--- src/rtl/io_display_scan.sv ---
// io_display_scan: output-port display stage.
// Shift-add-3 BCD conversion per port, 8-digit seven-segment scan.
module io_display_scan #(
  parameter int SCAN_DIV = 50000,
  parameter bit BLANK_LZ = 1'b1
) (
  input  logic        clock,
  input  logic        clr,
  input  logic [31:0] out_port0,
  input  logic [31:0] out_port1,
  output logic [7:0]  seg_n,
  output logic [7:0]  an_n,
  output logic        busy
);

  localparam int CW = $clog2(SCAN_DIV);

  typedef enum logic [1:0] {
    IDLE, LOAD, SHIFT, COMMIT
  } state_t;

  state_t state, state_nx;

  logic          sel;
  logic [15:0]   snap, bin, bcd, adj;
  logic [3:0]    cnt;
  logic [15:0]   shown [2];
  logic [1:0]    valid;
  logic [3:0]    disp [8];
  logic [3:0]    sym [4];
  logic [CW-1:0] scnt;
  logic [2:0]    idx, idx_nx;
  logic          pend0, pend1;
  logic          unused_hi;

  assign unused_hi = ^{out_port0[31:16], out_port1[31:16]};

  assign pend0 = !valid[0] || (out_port0[15:0] != shown[0]);
  assign pend1 = !valid[1] || (out_port1[15:0] != shown[1]);

  // symbols: 0-9 digits, A dash, F blank
  function automatic logic [7:0] seg_code(input logic [3:0] s);
    logic [7:0] c;
    case (s)
      4'd0:    c = 8'hC0;
      4'd1:    c = 8'hF9;
      4'd2:    c = 8'hA4;
      4'd3:    c = 8'hB0;
      4'd4:    c = 8'h99;
      4'd5:    c = 8'h92;
      4'd6:    c = 8'h82;
      4'd7:    c = 8'hF8;
      4'd8:    c = 8'h80;
      4'd9:    c = 8'h90;
      4'hA:    c = 8'hBF;
      default: c = 8'hFF;
    endcase
    return c;
  endfunction

  always_ff @(posedge clock) begin
    if (clr) state <= IDLE;
    else     state <= state_nx;
  end

  always_comb begin
    state_nx = state;
    unique case (state)
      IDLE:    if (pend0 || pend1) state_nx = LOAD;
      LOAD:    state_nx = SHIFT;
      SHIFT:   if (cnt == 4'd15) state_nx = COMMIT;
      COMMIT:  state_nx = IDLE;
      default: state_nx = IDLE;
    endcase
  end

  always_comb begin
    busy = (state != IDLE);
  end

  always_comb begin
    adj = bcd;
    for (int i = 0; i < 4; i++) begin
      if (bcd[4*i +: 4] >= 4'd5)
        adj[4*i +: 4] = bcd[4*i +: 4] + 4'd3;
    end
  end

  always_comb begin
    for (int i = 0; i < 4; i++) sym[i] = bcd[4*i +: 4];
    if (snap > 16'd9999) begin
      for (int i = 0; i < 4; i++) sym[i] = 4'hA;
    end else if (BLANK_LZ) begin
      if (bcd[15:12] == 4'd0) sym[3] = 4'hF;
      if (bcd[15:8] == 8'd0)  sym[2] = 4'hF;
      if (bcd[15:4] == 12'd0) sym[1] = 4'hF;
    end
  end

  always_ff @(posedge clock) begin
    if (clr) begin
      sel   <= 1'b0;
      snap  <= '0;
      bin   <= '0;
      bcd   <= '0;
      cnt   <= '0;
      valid <= '0;
      shown[0] <= '0;
      shown[1] <= '0;
      for (int i = 0; i < 8; i++) disp[i] <= 4'd0;
    end else begin
      unique case (state)
        IDLE: sel <= !pend0;
        LOAD: begin
          snap <= sel ? out_port1[15:0] : out_port0[15:0];
          bin  <= sel ? out_port1[15:0] : out_port0[15:0];
          bcd  <= '0;
          cnt  <= '0;
        end
        SHIFT: begin
          {bcd, bin} <= {adj, bin} << 1;
          cnt <= cnt + 4'd1;
        end
        COMMIT: begin
          for (int i = 0; i < 4; i++) begin
            if (sel) disp[i+4] <= sym[i];
            else     disp[i]   <= sym[i];
          end
          shown[sel] <= snap;
          valid[sel] <= 1'b1;
        end
        default: ;
      endcase
    end
  end

  assign idx_nx = idx + 3'd1;

  // seg_n samples the display only on slot change, so a slot never glitches
  always_ff @(posedge clock) begin
    if (clr) begin
      scnt  <= '0;
      idx   <= '0;
      an_n  <= 8'hFE;
      seg_n <= 8'hC0;
    end else if (scnt == CW'(SCAN_DIV - 1)) begin
      scnt  <= '0;
      idx   <= idx_nx;
      an_n  <= ~(8'd1 << idx_nx);
      seg_n <= seg_code(disp[idx_nx]);
    end else begin
      scnt <= scnt + CW'(1);
    end
  end

endmodule

--- config.mk ---
export PLATFORM = sky130hd
export DESIGN_NAME = io_display_scan
export DESIGN_NICKNAME = d
export VERILOG_FILES = /design/src/rtl/io_display_scan.sv
export SDC_FILE = /design/constraint.sdc
export NUM_CORES = 1
export LEC_CHECK = 0
export ABC_AREA = 1
export BUFFER_PORTS_ARGS = -buffer_cell sky130_fd_sc_hd__buf_4
export CAP_MARGIN = 15
export CORE_ASPECT_RATIO = 1.4
export CORE_MARGIN = 2
export CORE_UTILIZATION = 30
export CTS_CLUSTER_SIZE = 10
export DETAILED_ROUTE_END_ITERATION = 12
export PLACE_DENSITY = 0.46
export SETUP_SLACK_MARGIN = 0.5
export SYNTH_ARGS = -nofsm -noshare
export SYNTH_HDL_FRONTEND = slang
export SYNTH_SLANG_ARGS = --single-unit
--- constraint.sdc ---
create_clock -name clock -period 3.2 [get_ports clock]
set_clock_uncertainty 0.05 [all_clocks]
set_input_delay 0.16 -clock clock [delete_from_list [all_inputs] [get_ports clock]]
set_output_delay 0.16 -clock clock [all_outputs]
set_load 0.01 [all_outputs]
==> run summary, run 1 <==
CP dominant cell by count: nor2_1
row count: 69
worst slew pin tran: 0.9415 ns
via count: 6184
vias in the first global route: 6127
clock sink total: 155
Via density: 4.544
HPWL after DPL: 14260 um
register clock-pin slew on the reported worst setup and hold paths: 0.07 ns
first-pass GRT wire length: 31870 um
Placeable Area: 25380 um2
post-synth top area share: 24.61%
H-tree depth: 4
reg2reg path depth: 12
Pint: 3888 uW
GP Congestion: 0.7936
Setup WS pre-CTS: 0.6453 ns
Final Hold Viols: 0
syn avg cell area: 7.886 um2
Final WS setup: 0.7377 ns
setup_tns: 0 ns
asr flop ratio synth: 0%
hold slack: 0.03110 ns
Clock Tree Root: clkbuf_16
# hold bufs at CTS: 0
Worst Hold Class: in -> reg
TritonCTS Buffers: 17
max-capacitance violation count: 0
fillers: 2732
GR peak layer: met2
PwrDens: 636.1 nW/um2
Critical Path RT: 3.47 ns
syn_nets: 1071
setup slack, reg-to-reg: 0.74 ns
Seq pwr share: 41.7%
DRC: 0
number of I/O port buffers: 49
maximum number of pins on one net before global-route repair: 38
DR WL/cell: 14.35 um
Die X: 139.7 um
delay of the slowest critical-path stage: 0.38 ns
initial antenna violation count: 0
sw frac: 32.33%
outcome: finished clean
Psw: 1858 uW
Worst IR Drop VDD: 0.4274 mV
first-pass iteration count of the detailed router: 6
met2 Usage GRT: 28.25%
Starting Density: 30.45%
final-stage net count: 1120
dominant synthesized flop cell: dfxtp_1
Clock Latency Late Sink: 0.44 ns
fmax: 0.4061 GHz
leakage: 0.003883 uW
Tmin final: 2.462 ns
Yosys reg bits: 155
hold depth: 2
Area contributors post-synth: dfxtp_1, edfxtp_1, nand2_1
I/O pin cnt: 83
CP Capture Type: flip-flop
Relative slew margins: 37.16%
R2R Path End: seg_n[5]
Post-synth EDFFs: 60
final setup fails: 0
RSZ-0062 raised after global routing: true
critical path, cell by cell: buf_4, ha_1, nand2_1, nand2_1, nand3_1, o21ai_4, inv_1, ha_1, o21ai_0, nor2_1, nor2_1, nor2_1
Ys Warns: 0
Post-Route WL: 19540 um
worst-path maximum fanout: 21
Combinational Power Share: 21.8%
diode count: 0
final slew viol count: 0
area delta synth->final: 16.89%
Worst path slowest cell: nand2_1
worst-case clock buffer depth: 2
Reg-to-Reg Start: idx[0]
die span in y: 193.9 um
M3 GR Usage: 2.667%
Min-Delay Endpoint: bin[12]
Post-Syn Area: 7729 um2
total track usage: 14.86%
sequential fraction of the synthesis area: 47.92%
clock share of power: 36.5%
initial drt markers: 287
Startpoint Class: flip-flop
Global Route met1 Usage: 16.67%
CTS tree: done
post-synth cell types: 46
grt ovf: 0
layout cells sized above 1: 12.67%
fin crit share: 76.95%
Post-DRT Antenna Nets: 0
Gate Count Post-Synth: 980
min-delay src: clr
die area: 27080 um2
CP Class: reg -> reg
largest area contributor in the netlist: dfxtp_1
worst path arrival time: 2.73 ns
==> state kept, by name (all words and copies together) (netlist names), 3 cells and up <==
signal and cells:
bcd 16, shown 32, an_n 8, bin 16, cnt 4, snap 16, disp 32, scnt 16
idx 3, seg_n 7
==> Yosys cell counts, types with 11 or more instances <==
cell	n
o21ai_0	74
dfxtp_1	95
ha_1	25
nand2_1	170
nand3_1	25
o22ai_1	11
edfxtp_1	60
inv_1	149
clkbuf_1	19
nor3_1	14
nor2_1	158
a21oi_1	63
==> per-layer routing <==
| metal | routed length, um | up-vias |
|---|---|---|
| met5 | 0 | - |
| met4 | 350 | 0 |
| met3 | 395 | 23 |
| met2 | 10420 | 75 |
| met1 | 8371 | 2844 |
| li1 | - | 3242 |
==> power by group through the flow <==
stage               registers (uW)  clock network [uW]  logic (uW)
floorplan                     2410                   0         872
global placement              2440                   0        1260
detailed placement            2440                   0        1280
CTS                           2400                2150        1280
global route                  2420                2230        1450
finish                        2390                2100        1250
==> repair_timing <==
item,4_1_cts,5_1_grt
buffers inserted,0,0
gates resized for setup,0,2
endpoints found under the setup margin,0,2
==> per-stage QoR <==
stage,util [%],total power (uW),std cells,cell area (um2)
6_report,35.59,5746,1361,9034
5_1_grt,35.59,6102,1361,9034
4_1_cts,35.55,5834,1361,9024
3_5_place_dp,33.20,3718,1329,8426
3_3_place_gp,33.20,3706,1329,8426
2_1_floorplan,-,3279,980,7729
==> worst max path at each step <==
stage | from | to | slack [ns] | depth (start not counted)
after floorplan | idx[0] | seg_n[5] | 0.81 | 16
after global placement | idx[0] | seg_n[5] | 0.63 | 13
after detailed placement | idx[0] | seg_n[5] | 0.65 | 13
after CTS | idx[0] | seg_n[5] | 0.62 | 13
after global routing | idx[0] | seg_n[5] | 0.46 | 12
final | idx[0] | seg_n[5] | 0.74 | 12
==> layout make-up <==
| type | count | area [um2] | area share [%] |
|---|---|---|---|
| Clock buffer | 17 | 425.4 | 4.709 |
| Clock inverter | 15 | 172.7 | 1.911 |
| Inverter | 156 | 588.1 | 6.510 |
| Multi-Input combinational cell | 634 | 3257 | 36.05 |
| Sequential cell | 155 | 3704 | 41.00 |
| Tap cell | 319 | 399.1 | 4.418 |
| Timing Repair Buffer | 65 | 488.0 | 5.402 |
==> cell families after synthesis <==
group / Yosys count / share of synthesized area [%]
other: 1 / 0.04852
DFF: 155 / 47.92
buffers and inverters: 191 / 10.07
AOI/OAI and AO/OA: 185 / 13.26
and+or+nand+nor: 403 / 22.39
adders and majority gates: 25 / 4.047
xor gates and xnor gates: 20 / 2.266
==> worst max-delay path: cells and delay by family (launching register included) <==
family / cells / cell delay [ns]
buffers and inverters: 2 / 0.35
and+or+nand+nor: 6 / 0.86
DFF: 1 / 0.37
adders and majority gates: 2 / 0.41
AOI/OAI and AO/OA: 2 / 0.32
==> cell usage in the layout, fill, tap and decap left out, types with 2 or more instances in the layout <==
master / instances
nand2_1: 170
nor2_1: 158
inv_1: 149
dfxtp_1: 95
o21ai_0: 74
buf_4: 65
a21oi_1: 63
edfxtp_1: 60
nand3_1: 25
ha_1: 24
clkbuf_16: 17
nor3_1: 14
o22ai_1: 11
xor2_1: 10
xnor2_1: 10
inv_6: 10
a31oi_1: 9
nand4_1: 8
nand2_2: 7
a221oi_1: 6
o211ai_1: 6
nor2_2: 5
o21ai_1: 5
inv_2: 5
nor3_2: 4
o21ai_2: 3
nand3_2: 2
and3_1: 2
a211oi_1: 2
bufinv_16: 2
No activity file was read; power rests on OpenSTA's default activity.
==> run 2, diff against run 1 <==
--- a/config.mk
+++ b/config.mk
@@ -13,7 +13,7 @@
 export CORE_UTILIZATION = 30
 export CTS_CLUSTER_SIZE = 10
 export DETAILED_ROUTE_END_ITERATION = 12
-export PLACE_DENSITY = 0.46
+export PLACE_DENSITY = 0.48
 export SETUP_SLACK_MARGIN = 0.5
 export SYNTH_ARGS = -nofsm -noshare
 export SYNTH_HDL_FRONTEND = slang
==> constraint.sdc (replaced) <==
create_clock -name clock -period 2.25 [get_ports clock]
set_clock_uncertainty 0.05 [all_clocks]
set_input_delay 0.1125 -clock clock [delete_from_list [all_inputs] [get_ports clock]]
set_output_delay 0.1125 -clock clock [all_outputs]
set_load 0.01 [all_outputs]
==> run 2 against run 1 <==
- maximum frequency up 27%
- combinational power increased by 62%
- clock power up 44%
- critical path depth grew 1
- critical path type unchanged
- largest cell class unchanged
==> run summary, run 2 (synthesis results as in run 1) <==
GP Congestion: 0.7760 (was 0.7936)
Clock Tree Root: clkbuf_16 (unchanged)
CTS tree: done (unchanged)
Seq. cell area: 3719 um2 (was 3704 um2)
placed cell count: 1341 (was 1329)
register clock-pin slew on the reported worst setup and hold paths: 0.07 ns (about the same)
first-pass GRT wire length: 31870 um (unchanged)
CP Capture Type: flip-flop (unchanged)
Worst Hold Class: in -> reg (unchanged)
number of I/O port buffers: 49 (unchanged)
CP Class: reg -> reg (unchanged)
outcome: finished clean (unchanged)
Startpoint Class: flip-flop (unchanged)
hold slack: 0.006708 ns (was 0.03110 ns)
Worst IR Drop VDD: 0.5028 mV (was 0.4274 mV)
most frequent cells in the layout: nand2_1, nor2_1, inv_1 (unchanged)
DRC: 0 (unchanged)
fmax: 0.5144 GHz (was 0.4061 GHz)
Placeable Area: 25380 um2 (unchanged)
crit path to: seg_n[5] (unchanged)
final-stage net count: 1158 (was 1120)
max-capacitance violation count: 0 (unchanged)
clock sink total: 155 (unchanged)
diode count: 0 (unchanged)
PwrDens: 878.0 nW/um2 (was 636.1 nW/um2)
Starting Density: 30.45% (unchanged)
die area: 27080 um2 (unchanged)
worst-case clock buffer depth: 2 (unchanged)
maximum number of pins on one net before global-route repair: 33 (was 38)
die span in y: 193.9 um (unchanged)
final instance area: 9653 um2 (was 9034 um2)
Post-DRT Antenna Nets: 0 (unchanged)
Seq pwr share: 40.3% (was 41.7%)
Psw: 2617 uW (was 1858 uW)
total track usage: 14.97% (was 14.86%)
I/O pin cnt: 83 (unchanged)
Finished Layout Cells: 1399 (was 1361)
row count: 69 (unchanged)
H-tree depth: 4 (unchanged)
area delta synth->final: 24.90% (was 16.89%)
leakage: 0.004093 uW (was 0.003883 uW)
Via density: 4.552 (was 4.544)
Critical path origin: idx[0] (unchanged)
R2R Path End: seg_n[5] (unchanged)
clock share of power: 35.7% (was 36.5%)
Relative slew margins: 55.80% (was 37.16%)
worst slew pin tran: 0.6623 ns (was 0.9415 ns)
via count: 6368 (was 6184)
Combinational Power Share: 24.0% (was 21.8%)
worst path arrival time: 2.22 ns (was 2.73 ns)
Die X: 139.7 um (unchanged)
Largest regs: disp x32, shown x32 (unchanged)
Final Hold Viols: 0 (unchanged)
Clock Latency Late Sink: 0.43 ns (was 0.44 ns)
HPWL after DPL: 14200 um (was 14260 um)
setup_tns: 0 ns (unchanged)
layout cells sized above 1: 20.93% (was 12.67%)
grt ovf: 0 (unchanged)
setup slack, reg-to-reg: 0.31 ns (was 0.74 ns)
final slew viol count: 0 (unchanged)
final setup fails: 0 (unchanged)
Tmin final: 1.944 ns (was 2.462 ns)
sw frac: 30.88% (was 32.33%)
vias in the first global route: 6247 (was 6127)
first-pass iteration count of the detailed router: 4 (was 6)
Reg-to-Reg Start: idx[0] (unchanged)
Critical Path RT: 2.53 ns (was 3.47 ns)
initial antenna violation count: 0 (unchanged)
DR WL/cell: 14.24 um (was 14.35 um)
most common cell after layout, fill and taps aside: nand2_1 (unchanged)
placed cell area: 8589 um2 (was 8426 um2)
initial drt markers: 209 (was 287)
fillers: 2632 (was 2732)
multi-input logic area: 3513 um2 (was 3257 um2)
Post-Route WL: 19920 um (was 19540 um)
TritonCTS Buffers: 17 (unchanged)
worst-path maximum fanout: 6 (was 21)
RSZ-0062 raised after global routing: true (unchanged)
fin crit share: 86.40% (was 76.95%)
Pint: 5858 uW (was 3888 uW)
reg2reg path depth: 13 (was 12)
## run 2: stage by stage
stage / setup slack (ns) / util, % / total power (uW)
2_1_floorplan: 0.07319 / - / 4680
6_report: 0.3059 / 38.03 / 8475
4_1_cts: 0.2860 / 37.30 / 8459
5_1_grt: 0.1403 / 38.03 / 8919
3_5_place_dp: 0.1467 / 33.84 / 5304
3_3_place_gp: 0.1533 / 33.84 / 5285
## run 2: critical path, stage by stage, from the launching register on
cell,delay [ns]
dfxtp_4,0.38
inv_4,0.04
ha_4,0.25
inv_6,0.08
nor2_2,0.04
o21ai_1,0.07
nand2_1,0.10
o21ai_4,0.26
inv_2,0.10
ha_4,0.17
o21ai_1,0.12
nor2_1,0.06
nor2_1,0.08
nor2_1,0.04
## run 2: worst min-delay path by stage
stage	endpoint	slack, ns	cells after the start	startpoint
finish	snap[12]	0.007	5	out_port1[12]
detailed placement	valid[0]	0.40	2	valid[0]
CTS	snap[12]	0.005	5	out_port0[12]
global placement	valid[0]	0.39	2	valid[0]
floorplan	snap[12]	0.28	4	out_port0[12]
global route	snap[12]	0.03	5	out_port1[12]
## run 2: area by class of cell
class | instances | share of cell area [%]
flip-flops and latches | 155 | 38.52
repair buffers | 102 | 8.399
clock inverters | 13 | 1.815
clock buffers | 19 | 4.485
inverters | 156 | 6.248
well taps | 319 | 4.135
multi-input cells | 635 | 36.40
## run 2: what timing repair did
| action | 4_1_cts | 5_1_grt |
|---|---|---|
| endpoints found under the setup margin | 127 | 94 |
| buffers inserted | 15 | 8 |
| pin swaps | 22 | 21 |
| hold buffers | 2 | 0 |
| cloned | 1 | 0 |
| endpoints found under the hold margin | 1 | 0 |
| resized for setup | 45 | 38 |
## run 2: power groups by stage
stage	combinational (uW)	sequential, uW	clock (uW)
floorplan	1260	3420	0
global placement	1830	3460	0
detailed placement	1840	3460	0
CTS	1970	3410	3080
global route	2270	3450	3200
finish	2030	3410	3030
## run 2: metal layers
metal / global-route usage, % / wire, um
met3: 3.112 / 573
met5: 0 / 0
met2: 27.45 / 10350
met4: 6.296 / 488
met1: 16.68 / 8509
==> run 3, diff against run 2 <==
--- a/config.mk
+++ b/config.mk
@@ -13,8 +13,8 @@
 export CORE_UTILIZATION = 30
 export CTS_CLUSTER_SIZE = 10
 export DETAILED_ROUTE_END_ITERATION = 12
-export PLACE_DENSITY = 0.48
-export SETUP_SLACK_MARGIN = 0.5
+export PLACE_DENSITY = 0.53
+export SETUP_SLACK_MARGIN = 0.15
 export SYNTH_ARGS = -nofsm -noshare
 export SYNTH_HDL_FRONTEND = slang
 export SYNTH_SLANG_ARGS = --single-unit
==> constraint.sdc (replaced) <==
create_clock -name clock -period 1.9 [get_ports clock]
set_clock_uncertainty 0.05 [all_clocks]
set_input_delay 0.095 -clock clock [delete_from_list [all_inputs] [get_ports clock]]
set_output_delay 0.095 -clock clock [all_outputs]
set_load 0.01 [all_outputs]
==> run 3 against run 2 <==
- first-iteration DRC count is 40% higher
- register-to-register slack worse by 0.33 ns
- count of clock-buffer cells in the layout stayed put
- the flow now finishes with violations (setup timing)
- die area stayed put
- final cell count is 1.4% higher
- power is 17% higher
- sequential cell count stayed put
==> run summary, run 3 (synthesis results as in run 1) <==
CP Class: reg -> reg (unchanged)
outcome: finished, violations left (was finished clean)
Finished Layout Cells: 1418 (was 1399)
I/O pin cnt: 83 (unchanged)
Tmin final: 1.920 ns (was 1.944 ns)
first-pass GRT wire length: 31690 um (was 31870 um)
Pint: 6699 uW (was 5858 uW)
worst-case clock buffer depth: 2 (unchanged)
fmax: 0.5209 GHz (was 0.5144 GHz)
GP Congestion: 0.8413 (was 0.7760)
most common cell after layout, fill and taps aside: nand2_1 (unchanged)
register clock-pin slew on the reported worst setup and hold paths: 0.06 ns (was 0.07 ns)
DRC: 0 (unchanged)
Die X: 139.7 um (unchanged)
Critical Path RT: 2.17 ns (was 2.53 ns)
placed cell count: 1359 (was 1341)
die span in y: 193.9 um (unchanged)
fillers: 2558 (was 2632)
final instance area: 9906 um2 (was 9653 um2)
final setup fails: 2 (was 0)
PwrDens: 998.5 nW/um2 (was 878.0 nW/um2)
Via density: 4.618 (was 4.552)
clock share of power: 33.8% (was 35.7%)
setup_tns: -0.02029 ns (was 0 ns)
multi-input logic area: 3551 um2 (was 3513 um2)
fin crit share: 101.0% (was 86.40%)
failing checks: setup timing
maximum number of pins on one net before global-route repair: 49 (was 33)
final-stage net count: 1177 (was 1158)
Final Hold Viols: 0 (unchanged)
number of I/O port buffers: 49 (unchanged)
initial drt markers: 292 (was 209)
worst slew pin tran: 0.5809 ns (was 0.6623 ns)
Worst IR Drop VDD: 0.6347 mV (was 0.5028 mV)
vias in the first global route: 6381 (was 6247)
Post-DRT Antenna Nets: 0 (unchanged)
Largest regs: disp x32, shown x32 (unchanged)
clock sink total: 155 (unchanged)
hold slack: 0.02445 ns (was 0.006708 ns)
layout cells sized above 1: 22.84% (was 20.93%)
Post-Route WL: 19800 um (was 19920 um)
HPWL after DPL: 13910 um (was 14200 um)
first-pass iteration count of the detailed router: 4 (unchanged)
CTS tree: done (unchanged)
reg2reg path depth: 12 (was 13)
via count: 6548 (was 6368)
initial antenna violation count: 0 (unchanged)
Psw: 3192 uW (was 2617 uW)
RSZ-0062 raised after global routing: true (unchanged)
CP Capture Type: flip-flop (unchanged)
area delta synth->final: 28.17% (was 24.90%)
Seq pwr share: 40.9% (was 40.3%)
leakage: 0.004205 uW (was 0.004093 uW)
max-capacitance violation count: 0 (unchanged)
sw frac: 32.27% (was 30.88%)
Final WS setup: -0.01971 ns (was 0.3059 ns)
placed cell area: 8775 um2 (was 8589 um2)
DR WL/cell: 13.96 um (was 14.24 um)
Clock Latency Late Sink: 0.43 ns (about the same)
Relative slew margins: 61.28% (was 55.80%)
die area: 27080 um2 (unchanged)
hold depth: 5 (unchanged)
diode count: 0 (unchanged)
TritonCTS Buffers: 17 (unchanged)
Seq. cell area: 3717 um2 (was 3719 um2)
row count: 69 (unchanged)
Worst Hold Class: in -> reg (unchanged)
grt ovf: 0 (unchanged)
Startpoint Class: flip-flop (unchanged)
most frequent cells in the layout: nand2_1, nor2_1, inv_1 (unchanged)
worst path arrival time: 2.19 ns (was 2.22 ns)
worst-path maximum fanout: 6 (unchanged)
Clock Tree Root: clkbuf_16 (unchanged)
Starting Density: 30.45% (unchanged)
Placeable Area: 25380 um2 (unchanged)
total track usage: 14.66% (was 14.97%)
H-tree depth: 4 (unchanged)
final slew viol count: 0 (unchanged)
Combinational Power Share: 25.3% (was 24.0%)
==> run 3: cell count changes in the layout (fill, tap and decap cells not counted), moves of 4 or more <==
cell and delta:
buf_12 +4, buf_4 +8, inv_4 +4, nor2_1 +4, nor2_2 -5
==> run 3: final timing paths <==
path / from / end / slack (ns)
worst min-delay path: out_port0[14] / snap[14] / 0.02
worst min register to register: seg_n[4] / seg_n[4] / 0.40
worst max-delay path: idx[0] / seg_n[5] / -0.02
worst max register to register: idx[0] / seg_n[5] / -0.02
==> run 3: critical path, cell delays in order, from the launching register on <==
cell	delay (ns)
dfxtp_4	0.38
inv_4	0.04
ha_4	0.31
nor2_1	0.06
o21ai_0	0.07
nand2_1	0.10
o21ai_4	0.22
inv_2	0.10
ha_4	0.17
o21ai_1	0.12
nor2_1	0.06
nor2_1	0.09
nor2_1	0.04
==> run 3: layer usage <==
| metal | GRT usage [%] | part of all wire, % |
|---|---|---|
| met4 | 5.185 | 3.0 |
| met1 | 16.31 | 41 |
| met2 | 27.78 | 53 |
| met5 | 0 | 0 |
| met3 | 2.519 | 3.1 |
==> run 3: area by class of cell <==
type | count | area share, %
Clock buffer | 19 | 4.471
Clock inverter | 13 | 1.301
Inverter | 156 | 6.252
Multi-Input combinational cell | 635 | 35.85
Sequential cell | 155 | 37.53
Tap cell | 319 | 4.029
Timing Repair Buffer | 121 | 10.57
==> run 3: metrics by stage <==
step	setup WS (ns)	utilization, %	power (uW)
final	-0.01971	39.03	9891
after detailed placement	-0.07379	34.57	6436
after floorplan	-0.2768	-	5542
after global routing	-0.1802	39.03	10440
after global placement	-0.05873	34.57	6414
after CTS	-0.02859	37.29	9841
==> run 3: what timing repair did <==
item | CTS | global route
gates cloned | 0 | 4
hold buffers | 5 | 0
setup buffers | 3 | 15
resized for setup | 15 | 80
endpoints found under the setup margin | 54 | 117
pin swaps | 13 | 30
endpoints found under the hold margin | 6 | 0
==> run 3: power groups by stage <==
| stage | Combinational (uW) | Clock [uW] | Sequential [uW] |
|---|---|---|---|
| final | 2500 | 3340 | 4050 |
| after global routing | 2810 | 3560 | 4080 |
| after CTS | 2380 | 3430 | 4030 |
| after detailed placement | 2330 | 0 | 4100 |
| after global placement | 2320 | 0 | 4100 |
| after floorplan | 1490 | 0 | 4050 |
